<file path="src/rtl/cal_denorm.sv">
// Recovers a raw current c = floor(n*per/(per-1)) from a normalised current using a
// one-cycle multiply and a shared restoring divider. Optional forward check: CAL_DENORM_CHECK_EN.
module cal_denorm #(
  parameter int W = 16
) (
  input  logic         clk,
  input  logic         rst,
  input  logic         go,
  input  logic [W-1:0] curr_norm,
  input  logic [W-1:0] per,
  output logic [W-1:0] curr,
  output logic         busy,
  output logic         done,
  output logic         err,
  output logic         mismatch
);

  localparam int CW = $clog2(2 * W) + 1;

  typedef enum logic [2:0] {IDLE, MUL, DIV, CHK, FIN} state_t;

  state_t         state;
  logic [W-1:0]   n_q;
  logic [W-1:0]   p_q;
  logic [W-1:0]   d_q;
  logic [2*W-1:0] acc;
  logic [W-1:0]   rem;
  logic [CW-1:0]  cnt;
  logic [W-1:0]   c_q;
  logic           err_q;
`ifdef CAL_DENORM_CHECK_EN
  logic           mis_q;
`endif

  // One restoring step: the quotient bit shifts into acc's LSB as the dividend leaves its MSB.
  // The partial remainder stays below twice the divisor, so the borrow alone decides the bit.
  logic [W:0]     prem;
  logic [W:0]     diff;
  logic           qbit;
  logic [W-1:0]   rem_nx;
  logic [2*W-1:0] acc_nx;

  assign prem   = {rem, acc[2*W-1]};
  assign diff   = prem - {1'b0, d_q};
  assign qbit   = ~diff[W];
  assign rem_nx = qbit ? diff[W-1:0] : prem[W-1:0];
  assign acc_nx = {acc[2*W-2:0], qbit};

  always_ff @(posedge clk or posedge rst) begin
    if (rst) begin
      state <= IDLE;
      n_q   <= '0;
      p_q   <= '0;
      d_q   <= '0;
      acc   <= '0;
      rem   <= '0;
      cnt   <= '0;
      c_q   <= '0;
      err_q <= 1'b0;
      curr  <= '0;
      busy  <= 1'b0;
      done  <= 1'b0;
      err   <= 1'b0;
`ifdef CAL_DENORM_CHECK_EN
      mis_q    <= 1'b0;
      mismatch <= 1'b0;
`endif
    end else begin
      done <= 1'b0;
      case (state)
        IDLE: begin
          if (go && !done) begin
            n_q  <= curr_norm;
            p_q  <= per;
            busy <= 1'b1;
`ifdef CAL_DENORM_CHECK_EN
            mis_q <= 1'b0;
`endif
            if (per < W'(2)) begin
              err_q <= 1'b1;
              c_q   <= curr_norm;
              state <= FIN;
            end else begin
              err_q <= 1'b0;
              state <= MUL;
            end
          end
        end
        MUL: begin
          acc   <= {{W{1'b0}}, n_q} * {{W{1'b0}}, p_q};
          d_q   <= p_q - W'(1);
          rem   <= '0;
          cnt   <= '0;
          state <= DIV;
        end
        DIV: begin
          acc <= acc_nx;
          rem <= rem_nx;
          cnt <= cnt + CW'(1);
          if (cnt == CW'(2 * W - 1)) begin
            if (acc_nx[2*W-1:W] != '0) begin
              err_q <= 1'b1;
              c_q   <= '1;
              state <= FIN;
            end else begin
              c_q <= acc_nx[W-1:0];
`ifdef CAL_DENORM_CHECK_EN
              // Reload the divider with c in the upper half to compute c/per next.
              acc   <= {acc_nx[W-1:0], {W{1'b0}}};
              rem   <= '0;
              d_q   <= p_q;
              cnt   <= '0;
              state <= CHK;
`else
              state <= FIN;
`endif
            end
          end
        end
`ifdef CAL_DENORM_CHECK_EN
        CHK: begin
          if (cnt < CW'(W)) begin
            acc <= acc_nx;
            rem <= rem_nx;
            cnt <= cnt + CW'(1);
          end else begin
            mis_q <= (c_q - acc[W-1:0]) != n_q;
            state <= FIN;
          end
        end
`endif
        FIN: begin
          curr  <= c_q;
          err   <= err_q;
          done  <= 1'b1;
          busy  <= 1'b0;
`ifdef CAL_DENORM_CHECK_EN
          mismatch <= mis_q;
`endif
          state <= IDLE;
        end
        default: state <= IDLE;
      endcase
    end
  end

`ifndef CAL_DENORM_CHECK_EN
  assign mismatch = 1'b0;
`endif

endmodule

</file>
<file path="config.mk">
export PLATFORM = sky130hd
export DESIGN_NAME = cal_denorm
export DESIGN_NICKNAME = d
export VERILOG_FILES = /design/src/rtl/cal_denorm.sv
export SDC_FILE = /design/constraint.sdc
export NUM_CORES = 1
export LEC_CHECK = 0
export CORE_MARGIN = 2
export CORE_UTILIZATION = 40
export DETAILED_ROUTE_END_ITERATION = 6
export PLACE_DENSITY = 0.54
export SETUP_SLACK_MARGIN = 0.15
export SYNTH_ARGS = -nofsm -noshare
export SYNTH_HDL_FRONTEND = slang
export SYNTH_SLANG_ARGS = --single-unit
</file>
<file path="constraint.sdc">
create_clock -name clk -period 10.2 [get_ports clk]
set_clock_uncertainty 0.15 [all_clocks]
set_input_delay 1.53 -clock clk [delete_from_list [all_inputs] [get_ports clk]]
set_output_delay 1.53 -clock clk [all_outputs]
set_load 0.05 [all_outputs]
</file>
==> results of run 1 <==
==> cell type report <==
class	count	share of cell area, %
Clock buffer	20	2.71
Clock inverter	12	0.816
Sequential cell	141	20.9
Multi-Input combinational cell	1165	62.6
Inverter	255	5.70
Timing Repair Buffer	60	3.46
Tap cell	511	3.79
==> logic make-up after synthesis <==
logic type      count (synthesis)  share of synthesized area, %
mux                            64                          4.54
other cells                     1                        0.0243
compound gates                268                          11.2
flops                         141                          22.9
buf+inv                       343                          8.72
fa+ha+maj                     317                          35.2
xor+xnor                       49                          2.79
simple gates                  466                          14.5
==> per-stage QoR <==
step	utilization, %	area [um^2]	cells
after global routing	44.6	16900	2164
after CTS	44.6	16900	2164
after floorplan	-	15400	1649
after detailed placement	43.0	16300	2132
final	44.6	16900	2164
after global placement	43.0	16300	2132
==> worst max-delay path by stage <==
stage | slack [ps] | endpoint | from
after global routing | 3270 | acc[31] | p_q[3]
after floorplan | 4000 | acc[31] | p_q[3]
final | 3650 | acc[29] | p_q[3]
after detailed placement | 3700 | acc[31] | p_q[3]
after global placement | 3760 | acc[31] | p_q[10]
after CTS | 3660 | acc[31] | p_q[2]
==> layer usage <==
| metal | vias to the layer above | global-route usage [%] |
|---|---|---|
| met5 | - | 0 |
| met2 | 216 | 31.3 |
| met1 | 5603 | 28.5 |
| met4 | 0 | 5.53 |
| met3 | 38 | 2.75 |
| li1 | 5288 | - |
==> worst max-delay path: stages (launching register included) <==
cell                       delay, ps
sky130_fd_sc_hd__dfrtp_1         840
sky130_fd_sc_hd__nand2_1         170
sky130_fd_sc_hd__fa_1            590
sky130_fd_sc_hd__fa_1            430
sky130_fd_sc_hd__fa_1            510
sky130_fd_sc_hd__inv_1            50
sky130_fd_sc_hd__fa_1            470
sky130_fd_sc_hd__fa_1            560
sky130_fd_sc_hd__inv_1            60
sky130_fd_sc_hd__fa_1            530
sky130_fd_sc_hd__inv_1            40
sky130_fd_sc_hd__ha_1            410
sky130_fd_sc_hd__nand4_4         150
sky130_fd_sc_hd__o31ai_4         240
sky130_fd_sc_hd__o211ai_1        200
sky130_fd_sc_hd__o311ai_2        510
sky130_fd_sc_hd__a32oi_1         160
sky130_fd_sc_hd__a211o_1         320
sky130_fd_sc_hd__nand3_1          60
==> flip-flops by register name, indices dropped and copies added (netlist names) <==
signal,cells
acc,32
done,1
curr,16
c_q,16
err_q,1
d_q,16
err,1
cnt,6
n_q,16
busy,1
rem,16
state,3
p_q,16
==> cells in the mapped netlist, types with 11 or more instances <==
library cell	number
sky130_fd_sc_hd__xor2_1	20
sky130_fd_sc_hd__a22oi_1	25
sky130_fd_sc_hd__mux2i_1	17
sky130_fd_sc_hd__o22ai_1	15
sky130_fd_sc_hd__nor3_1	15
sky130_fd_sc_hd__o21ai_0	73
sky130_fd_sc_hd__nor4_1	11
sky130_fd_sc_hd__ha_1	122
sky130_fd_sc_hd__inv_1	255
sky130_fd_sc_hd__nand2_1	233
sky130_fd_sc_hd__nor2_1	34
sky130_fd_sc_hd__fa_1	195
sky130_fd_sc_hd__clkbuf_1	70
sky130_fd_sc_hd__a21o_1	20
sky130_fd_sc_hd__xnor2_1	29
sky130_fd_sc_hd__and2_1	122
sky130_fd_sc_hd__mux2_2	47
sky130_fd_sc_hd__dfrtp_1	141
sky130_fd_sc_hd__nand3_1	12
sky130_fd_sc_hd__o21ai_1	24
sky130_fd_sc_hd__a21oi_1	45
==> summary.txt, run 1 <==
=====================================================================================
Result of the run ......................................................    completed
Synth unique cells .....................................................           67
Count of cells along the worst register-to-register path ...............           18
Signal arrival time at the worst endpoint ..............................      6780 ps
Final setup violation count ............................................            0
Footprint of the multi-input gates .....................................  10,600 um^2
Final critical delay including setup and external delays ...............      6550 ps
Vertical extent of the die .............................................       200 um
Cell accounting for the most synthesized area .......................... sky130_fd_sc_hd__fa_1
Count of yosys warnings during synthesis ...............................            0
TritonCTS clock tree ...................................................         done
Clock root buffer ...................................................... sky130_fd_sc_hd__clkbuf_16
Worst setup path class ................................................. register to register
Detailed placement HPWL ................................................      29.4 mm
Drt wl/cell ............................................................      17.2 um
Layout Area Growth over Synthesis ......................................        9.48%
Iteration count of the initial detailed-routing pass ...................            5
Total wirelength of the detailed-routed design .........................      37.2 mm
Remaining DRCs .........................................................            0
Final-report max-slew violation count ..................................            0
Share of the clock period used by the worst path after layout ..........        64.2%
Clk pin slew, worst setup/hold paths ...................................        70 ps
Clock Latency Late Sink ................................................       450 ps
Biggest fanout along the worst timing path .............................           22
Number of antenna violations at the first check in global routing ......            0
Syn avg cell area ......................................................    9.34 um^2
Chip Width .............................................................       200 um
Wire length of the first global-routing pass ...........................      63.6 mm
Routability Congestion .................................................        0.859
Met3 Wirelength ........................................................      1.39 mm
Initial Util ...........................................................        40.7%
Number of enable flip-flop cells after synthesis .......................            0
Pre-CTS setup slack ....................................................      3700 ps
Sequential-to-total area share from yosys stat .........................        22.9%
Placeable core area ....................................................  37,800 um^2
DR vias ................................................................       11,100
Worst Hold Path EP .....................................................       cnt[5]
Critical R2R Launch ....................................................       p_q[3]
Setup slack, reg-to-reg ................................................      3650 ps
Number of gates resized after cts ......................................            0
Vias in the first global route .........................................       11,700
Layout net count .......................................................        1,992
Number of maximum-capacitance constraint violations ....................            0
Flip-flop and latch count after synthesis ..............................          141
Number of vias per cell after detailed routing .........................         5.15
Commonest non-fill, non-tap cells in the layout ........................ sky130_fd_sc_hd__inv_1, sky130_fd_sc_hd__nand2_1, sky130_fd_sc_hd__fa_1, sky130_fd_sc_hd__dfrtp_1
# rows .................................................................           71
GRT Total Usage ........................................................        19.8%
Worst slack on hold paths ..............................................       328 ps
Most used flip-flop cell after synthesis ............................... sky130_fd_sc_hd__dfrtp_1
Overflow after GRT .....................................................            0
Highest clock frequency the design can meet ............................      153 MHz
Worst r2r dst ..........................................................      acc[29]
Fraction of layout instances using a drive strength above 1 ............        6.05%
Startpoint type of the worst setup path ................................     register
Count of input and output buffers ......................................           53
Maximum level of the CTS H-tree ........................................            4
Worst Max-Slew Pin Slew ................................................       981 ps
Top-Level Pins .........................................................           55
Share of flip-flops with an asynchronous set or reset after synthesis ..         100%
Cells after synthesis ..................................................        1,649
Post-CTS Setup Repair Bufs .............................................            0
Initial DRC count ......................................................          592
Number of antenna repair diodes ........................................            0
Sequential cell area ...................................................    3530 um^2
Final hold violations ..................................................            0
Fill cells .............................................................        3,741
Post-cts hold buffer count .............................................            0
Die Outline Area .......................................................  40,100 um^2
Hold/Removal Path Class ................................................ register to register
Remaining antenna violation count after routing ........................            0
Inserted Clock Buffers .................................................           17
Deepest clock path buffer count ........................................            2
Data required time at the worst endpoint ...............................    10,430 ps
Worst Hold Path Cells ..................................................            1
Worst Setup Slack, final ...............................................      3650 ps
Portion of synthesized cell area occupied by the leading cell type .....        25.3%
Wire length on met1 ....................................................      17.8 mm
Top area cells in the synthesized netlist .............................. sky130_fd_sc_hd__fa_1, sky130_fd_sc_hd__dfrtp_1, sky130_fd_sc_hd__ha_1
Most frequent standard cell in the layout excluding fill and tap cells . sky130_fd_sc_hd__inv_1
Critical path capture point type .......................................     register
Rel. slew slack ........................................................        34.6%
Number of clock sinks ..................................................          141
Largest net degree at the start of global routing ......................           79
Nets in the synthesized netlist ........................................        2,001
Critical hold path startpoint ..........................................       cnt[5]
Unrepaired setup endpoints after global routing ........................           no
Wire length on met2 ....................................................      17.4 mm
Netlist area before placement ..........................................  15,400 um^2
Topmost layer with routed signal wires .................................         met4
Setup TNS Final ........................................................         0 ps
=====================================================================================
Power of run 1 is not shown: default switching activity piles up to over one toggle a cycle in this logic, so the estimate is an artifact.
==> run 2: changes to the inputs <==
- PLACE_DENSITY: 0.54 -> 0.56
- clock period: 10.2 -> 5.9 ns (I/O delays scaled with it)
==> run 2 against run 1 <==
- flip-flop and latch count unchanged
- routed wire length increased by 5.3%
- count of clock-buffer cells in the layout decreased by 3
- worst setup slack got worse by 3600 ps
- first-iteration DRC count decreased by 13%
- via count increased by 5.2%
- die area unchanged
- fmax increased by 11%
- critical path depth increased by 4
- largest cell class unchanged
- highest routed layer unchanged
==> summary.txt, run 2 (synthesized netlist as in run 1, its figures left out) <==
=====================================================================================
Deepest clock path buffer count ........................................            2   unchanged
Number of maximum-capacitance constraint violations ....................            0   unchanged
Commonest non-fill, non-tap cells in the layout ........................ sky130_fd_sc_hd__inv_1, sky130_fd_sc_hd__nand2_1, sky130_fd_sc_hd__fa_1, sky130_fd_sc_hd__dfrtp_1   unchanged
Final hold violations ..................................................            0   unchanged
Wire length of the first global-routing pass ...........................      66.7 mm   was 63.6 mm
Signal arrival time at the worst endpoint ..............................      6070 ps   was 6780 ps
Startpoint type of the worst setup path ................................     register   unchanged
Chip Width .............................................................       200 um   unchanged
Vertical extent of the die .............................................       200 um   unchanged
Hold/Removal Path Class ................................................ register to register   unchanged
Rel. slew slack ........................................................        27.4%   was 34.6%
Layout net count .......................................................        2,126   was 1,992
Fill cells .............................................................        3,625   was 3,741
Maximum level of the CTS H-tree ........................................            4   unchanged
Remaining antenna violation count after routing ........................            0   unchanged
Biggest fanout along the worst timing path .............................            5   was 22
Final critical delay including setup and external delays ...............      5890 ps   was 6550 ps
Worst setup path class ................................................. register to register   unchanged
Iteration count of the initial detailed-routing pass ...................            5   unchanged
Inserted Clock Buffers .................................................           17   unchanged
Final-report max-slew violation count ..................................            0   unchanged
Data required time at the worst endpoint ...............................      6080 ps   was 10,430 ps
Sequential cell area ...................................................    3550 um^2   was 3530 um^2
Final setup violation count ............................................            0   unchanged
Count of input and output buffers ......................................           53   unchanged
Layout Area Growth over Synthesis ......................................        19.1%   was 9.48%
Detailed placement HPWL ................................................      31.7 mm   was 29.4 mm
DR vias ................................................................       11,700   was 11,100
Highest clock frequency the design can meet ............................      170 MHz   was 153 MHz
Cell repeated most along the worst path ................................ sky130_fd_sc_hd__fa_1   unchanged
Routability Congestion .................................................        0.858   was 0.859
GRT Total Usage ........................................................        20.8%   was 19.8%
Placeable core area ....................................................  37,800 um^2   unchanged
Clock root buffer ...................................................... sky130_fd_sc_hd__clkbuf_16   unchanged
Critical path capture point type .......................................     register   unchanged
Share of the clock period used by the worst path after layout ..........        99.8%   was 64.2%
# rows .................................................................           71   unchanged
Number of clock sinks ..................................................          141   unchanged
Final std cell area, no fill ...........................................  18,400 um^2   was 16,900 um^2
Worst Max-Slew Pin Slew ................................................      1090 ps   was 981 ps
Clk pin slew, worst setup/hold paths ...................................        70 ps   about the same
TritonCTS clock tree ...................................................         done   unchanged
Number of vias per cell after detailed routing .........................         5.10   was 5.15
Die Outline Area .......................................................  40,100 um^2   unchanged
Crit-path max cell delay ...............................................       550 ps   was 840 ps
Footprint of the multi-input gates .....................................  10,900 um^2   was 10,600 um^2
CP max stage cell ...................................................... sky130_fd_sc_hd__fa_1   was sky130_fd_sc_hd__dfrtp_1
Fraction of layout instances using a drive strength above 1 ............        17.3%   was 6.05%
Result of the run ......................................................    completed   unchanged
Clock Latency Late Sink ................................................       460 ps   was 450 ps
Total wirelength of the detailed-routed design .........................      39.2 mm   was 37.2 mm
Initial Util ...........................................................        40.7%   unchanged
Largest register FFs ...................................................           32   unchanged
Most frequent standard cell in the layout excluding fill and tap cells . sky130_fd_sc_hd__inv_1   unchanged
Largest net degree at the start of global routing ......................           58   was 79
Number of antenna violations at the first check in global routing ......            0   unchanged
Unrepaired setup endpoints after global routing ........................          yes   was no
CP cell instances ...................................................... and2_4 -> fa_1 -> inv_2 -> fa_2 -> fa_2 -> fa_1 -> inv_1 -> fa_1 -> inv_1 -> fa_1 -> inv_2 -> ha_4 -> buf_6 -> nand4_1 -> buf_4 -> buf_6 -> nor2_4 -> o211ai_1 -> a21oi_2 -> o21a_1 -> nor3_1 -> a221o_1   was nand2_1 -> fa_1 -> fa_1 -> fa_1 -> inv_1 -> fa_1 -> fa_1 -> inv_1 -> fa_1 -> inv_1 -> ha_1 -> nand4_4 -> o31ai_4 -> o211ai_1 -> o311ai_2 -> a32oi_1 -> a211o_1 -> nand3_1
Setup TNS Final ........................................................         0 ps   unchanged
Remaining DRCs .........................................................            0   unchanged
Number of antenna repair diodes ........................................            0   unchanged
Drt wl/cell ............................................................      17.1 um   was 17.2 um
Reg with most FFs ......................................................          acc   unchanged
Top-Level Pins .........................................................           55   unchanged
Vias in the first global route .........................................       12,600   was 11,700
Initial DRC count ......................................................          514   was 592
Overflow after GRT .....................................................            0   unchanged
Post-cts hold buffer count .............................................            0   unchanged
Placed cell area .......................................................  17,200 um^2   was 16,300 um^2
=====================================================================================
## run 2: critical path: cells and delay by family, from the launching register on
kind,cells,cell delay (ps)
adders and majority gates,7,3250
and+or+nand+nor,4,420
AOI/OAI and AO/OA,4,910
DFF,1,460
buffers and inverters,7,570
## run 2: stage by stage
| step | setup slack (ps) | utilization, % | hold slack (ps) | instances |
|---|---|---|---|---|
| finish | 14.6 | 48.5 | 326 | 2298 |
| global route | -202 | 48.5 | 364 | 2298 |
| CTS | 1.57 | 48.0 | 332 | 2292 |
| detailed placement | -217 | 45.4 | 322 | 2242 |
| global placement | -231 | 45.4 | 315 | 2242 |
| floorplan | -69.2 | - | 294 | 1649 |
## run 2: routing by layer
layer	vias to the layer above	GRT usage [%]	routed length [um]
met5	-	0	0
li1	5555	-	-
met4	0	6.08	870
met2	217	34.9	19300
met3	50	3.09	1250
met1	5897	27.9	17700
## run 2: what timing repair did
item	CTS	global route
setup endpoints to repair	16	18
pin swaps	68	40
resized for setup	69	37
buffers inserted	18	6
## run 2: worst paths after layout
check / from / endpoint / slack [ps] / cells after the start
worst max-delay path: n_q[7] / acc[20] / 10 / 22
worst min-delay path: cnt[5] / cnt[5] / 330 / 1
worst max register to register: n_q[7] / acc[20] / 10 / 22
worst min register to register: cnt[5] / cnt[5] / 330 / 1
max in group asynchronous: rst / n_q[9] / 3770 / 3
min in group asynchronous: rst / curr[1] / 700 / 2
## run 2: layout make-up
| type | instances | area share [%] |
|---|---|---|
| multi-input combinational | 1165 | 59.4 |
| tap | 511 | 3.48 |
| sequential | 141 | 19.3 |
| clock buffer | 17 | 2.32 |
| inverter | 255 | 5.24 |
| timing repair buffer | 194 | 9.30 |
| clock inverter | 15 | 0.941 |
Power of run 2 is left out for the same reason.
==> run 3: changes to the inputs <==
- CORE_ASPECT_RATIO: not set -> 0.8
==> run 3 against run 2 <==
- critical path type unchanged
- count of clock-buffer cells in the layout unchanged
- flip-flop and latch count unchanged
- die area about the same
- non-clock buffer count down 7
- design area down 0.26%
- the flow now finishes with violations (setup timing)
- via count down 1.1%
- highest routed layer is now met5
==> summary.txt, run 3 (synthesized netlist as in run 1, its figures left out) <==
=====================================================================================
Overflow after GRT .....................................................            0   unchanged
Commonest non-fill, non-tap cells in the layout ........................ sky130_fd_sc_hd__inv_1, sky130_fd_sc_hd__nand2_1, sky130_fd_sc_hd__fa_1, sky130_fd_sc_hd__dfrtp_1, sky130_fd_sc_hd__and2_1   was sky130_fd_sc_hd__inv_1, sky130_fd_sc_hd__nand2_1, sky130_fd_sc_hd__fa_1, sky130_fd_sc_hd__dfrtp_1
Final setup violation count ............................................            1   was 0
Most frequent standard cell in the layout excluding fill and tap cells . sky130_fd_sc_hd__inv_1   unchanged
Detailed placement HPWL ................................................      32.1 mm   was 31.7 mm
Reg with most FFs ......................................................          acc   unchanged
Final-report max-slew violation count ..................................            0   unchanged
Sequential cell area ...................................................    3550 um^2   unchanged
Number of clock sinks ..................................................          141   unchanged
Clk pin slew, worst setup/hold paths ...................................        70 ps   about the same
Number of antenna repair diodes ........................................            0   unchanged
Layout net count .......................................................        2,119   was 2,126
Placeable core area ....................................................  38,100 um^2   was 37,800 um^2
Inserted Clock Buffers .................................................           17   unchanged
Remaining DRCs .........................................................            0   unchanged
Met3 routing resource usage after global routing .......................        4.74%   was 3.09%
Maximum level of the CTS H-tree ........................................            4   unchanged
Iteration count of the initial detailed-routing pass ...................            5   unchanged
Drt wl/cell ............................................................      17.6 um   was 17.1 um
Rel. slew slack ........................................................        28.5%   was 27.4%
Critical path capture point type .......................................     register   unchanged
Vertical extent of the die .............................................       180 um   was 200 um
Final critical delay including setup and external delays ...............      5950 ps   was 5890 ps
Die Outline Area .......................................................  40,100 um^2   about the same
Worst slack on hold paths ..............................................       330 ps   was 326 ps
Highest clock frequency the design can meet ............................      168 MHz   was 170 MHz
Clock root buffer ...................................................... sky130_fd_sc_hd__clkbuf_16   unchanged
Largest register FFs ...................................................           32   unchanged
TritonCTS clock tree ...................................................         done   unchanged
Vias in the first global route .........................................       12,000   was 12,600
Count of input and output buffers ......................................           53   unchanged
Number of vias per cell after detailed routing .........................         5.09   was 5.10
Result of the run ...................................................... complete, but fails checks   was completed
Clock Latency Late Sink ................................................       460 ps   about the same
Largest net degree at the start of global routing ......................           99   was 58
Top Usage Layer GRT ....................................................         met1   was met2
Share of the clock period used by the worst path after layout ..........         101%   was 99.8%
# rows .................................................................           64   was 71
Unrepaired setup endpoints after global routing ........................          yes   unchanged
Worst Max-Slew Pin Slew ................................................      1070 ps   was 1090 ps
Fill cells .............................................................        3,668   was 3,625
Worst setup path class ................................................. register to register   unchanged
Routability Congestion .................................................        0.827   was 0.858
Top-Level Pins .........................................................           55   unchanged
Footprint of the multi-input gates .....................................  10,900 um^2   about the same
Global routing usage on met2 ...........................................        29.2%   was 34.9%
Placed cell area .......................................................  17,100 um^2   was 17,200 um^2
Data required time at the worst endpoint ...............................      6080 ps   about the same
Met1 track utilization from global routing .............................        33.9%   was 27.9%
Initial Util ...........................................................        40.4%   was 40.7%
Signal arrival time at the worst endpoint ..............................      6130 ps   was 6070 ps
Fraction of layout instances using a drive strength above 1 ............        17.6%   was 17.3%
GRT Total Usage ........................................................        21.1%   was 20.8%
Deepest clock path buffer count ........................................            2   unchanged
Hold/Removal Path Class ................................................ register to register   unchanged
Worst Setup Slack, final ...............................................     -48.3 ps   was 14.6 ps
Total wirelength of the detailed-routed design .........................      40.1 mm   was 39.2 mm
Initial DRC count ......................................................          742   was 514
Final std cell area, no fill ...........................................  18,300 um^2   was 18,400 um^2
Remaining antenna violation count after routing ........................            0   unchanged
DR vias ................................................................       11,600   was 11,700
Final hold violations ..................................................            0   unchanged
Startpoint type of the worst setup path ................................     register   unchanged
Wire length of the first global-routing pass ...........................      67.4 mm   was 66.7 mm
Number of antenna violations at the first check in global routing ......            1   was 0
Violated checks ........................................................ setup timing
Number of maximum-capacitance constraint violations ....................            0   unchanged
Layout Area Growth over Synthesis ......................................        18.8%   was 19.1%
Biggest fanout along the worst timing path .............................            5   unchanged
Chip Width .............................................................       223 um   was 200 um
=====================================================================================
[run 3: timing repair]
action | CTS | global route
hold buffers | 0 | 0
resized for setup | 66 | 49
setup buffers | 14 | 9
cloned | 0 | 0
endpoints found under the setup margin | 16 | 18
pin swaps | 42 | 24
[run 3: cell type report]
| class | count | area share (%) |
|---|---|---|
| clock buffer | 17 | 2.32 |
| multi-input combinational | 1165 | 59.7 |
| inverter | 255 | 5.26 |
| sequential | 141 | 19.4 |
| tap | 495 | 3.38 |
| clock inverter | 15 | 0.936 |
| timing repair buffer | 187 | 9.03 |
[run 3: worst max-delay path: stages (launching register included)]
cell                       delay, ps
sky130_fd_sc_hd__dfrtp_1         410
sky130_fd_sc_hd__buf_6           130
sky130_fd_sc_hd__buf_6           120
sky130_fd_sc_hd__and2_4          150
sky130_fd_sc_hd__fa_1            540
sky130_fd_sc_hd__inv_2            40
sky130_fd_sc_hd__fa_1            540
sky130_fd_sc_hd__inv_1            50
sky130_fd_sc_hd__fa_1            530
sky130_fd_sc_hd__fa_2            480
sky130_fd_sc_hd__fa_1            550
sky130_fd_sc_hd__inv_2            50
sky130_fd_sc_hd__fa_1            550
sky130_fd_sc_hd__inv_2            50
sky130_fd_sc_hd__ha_4            310
sky130_fd_sc_hd__nand4_1         170
sky130_fd_sc_hd__buf_4           200
sky130_fd_sc_hd__o311ai_4        350
sky130_fd_sc_hd__a21boi_1        140
sky130_fd_sc_hd__xor2_1          240
sky130_fd_sc_hd__o21ai_1         100
[run 3: stage by stage]
step | worst slack, ps | instances | setup TNS, ps | util (%)
final | -48.3 | 2275 | -48.3 | 48.0
after global routing | -232 | 2275 | -1570 | 48.0
after floorplan | -69.2 | 1649 | -69.2 | -
after detailed placement | -186 | 2220 | -913 | 44.9
after global placement | -184 | 2220 | -1010 | 44.9
after CTS | -17.7 | 2266 | -17.7 | 47.4
[run 3: final timing paths]
kind,from,end,slack (ps),depth (start not counted)
worst max-delay path,n_q[5],acc[25],-50,20
worst min-delay path,d_q[8],d_q[8],330,2
worst max register to register,n_q[5],acc[25],-50,20
worst min register to register,d_q[8],d_q[8],330,2
max in group asynchronous,rst,p_q[1],3480,3
min in group asynchronous,rst,curr[6],860,2
[run 3: metal layers]
metal  wire, um  share of wire (%)
met3       2360                5.9
met2      16400                 41
met4        266               0.66
met5         16              0.040
met1      21100                 53
Power of run 3 is left out for the same reason.
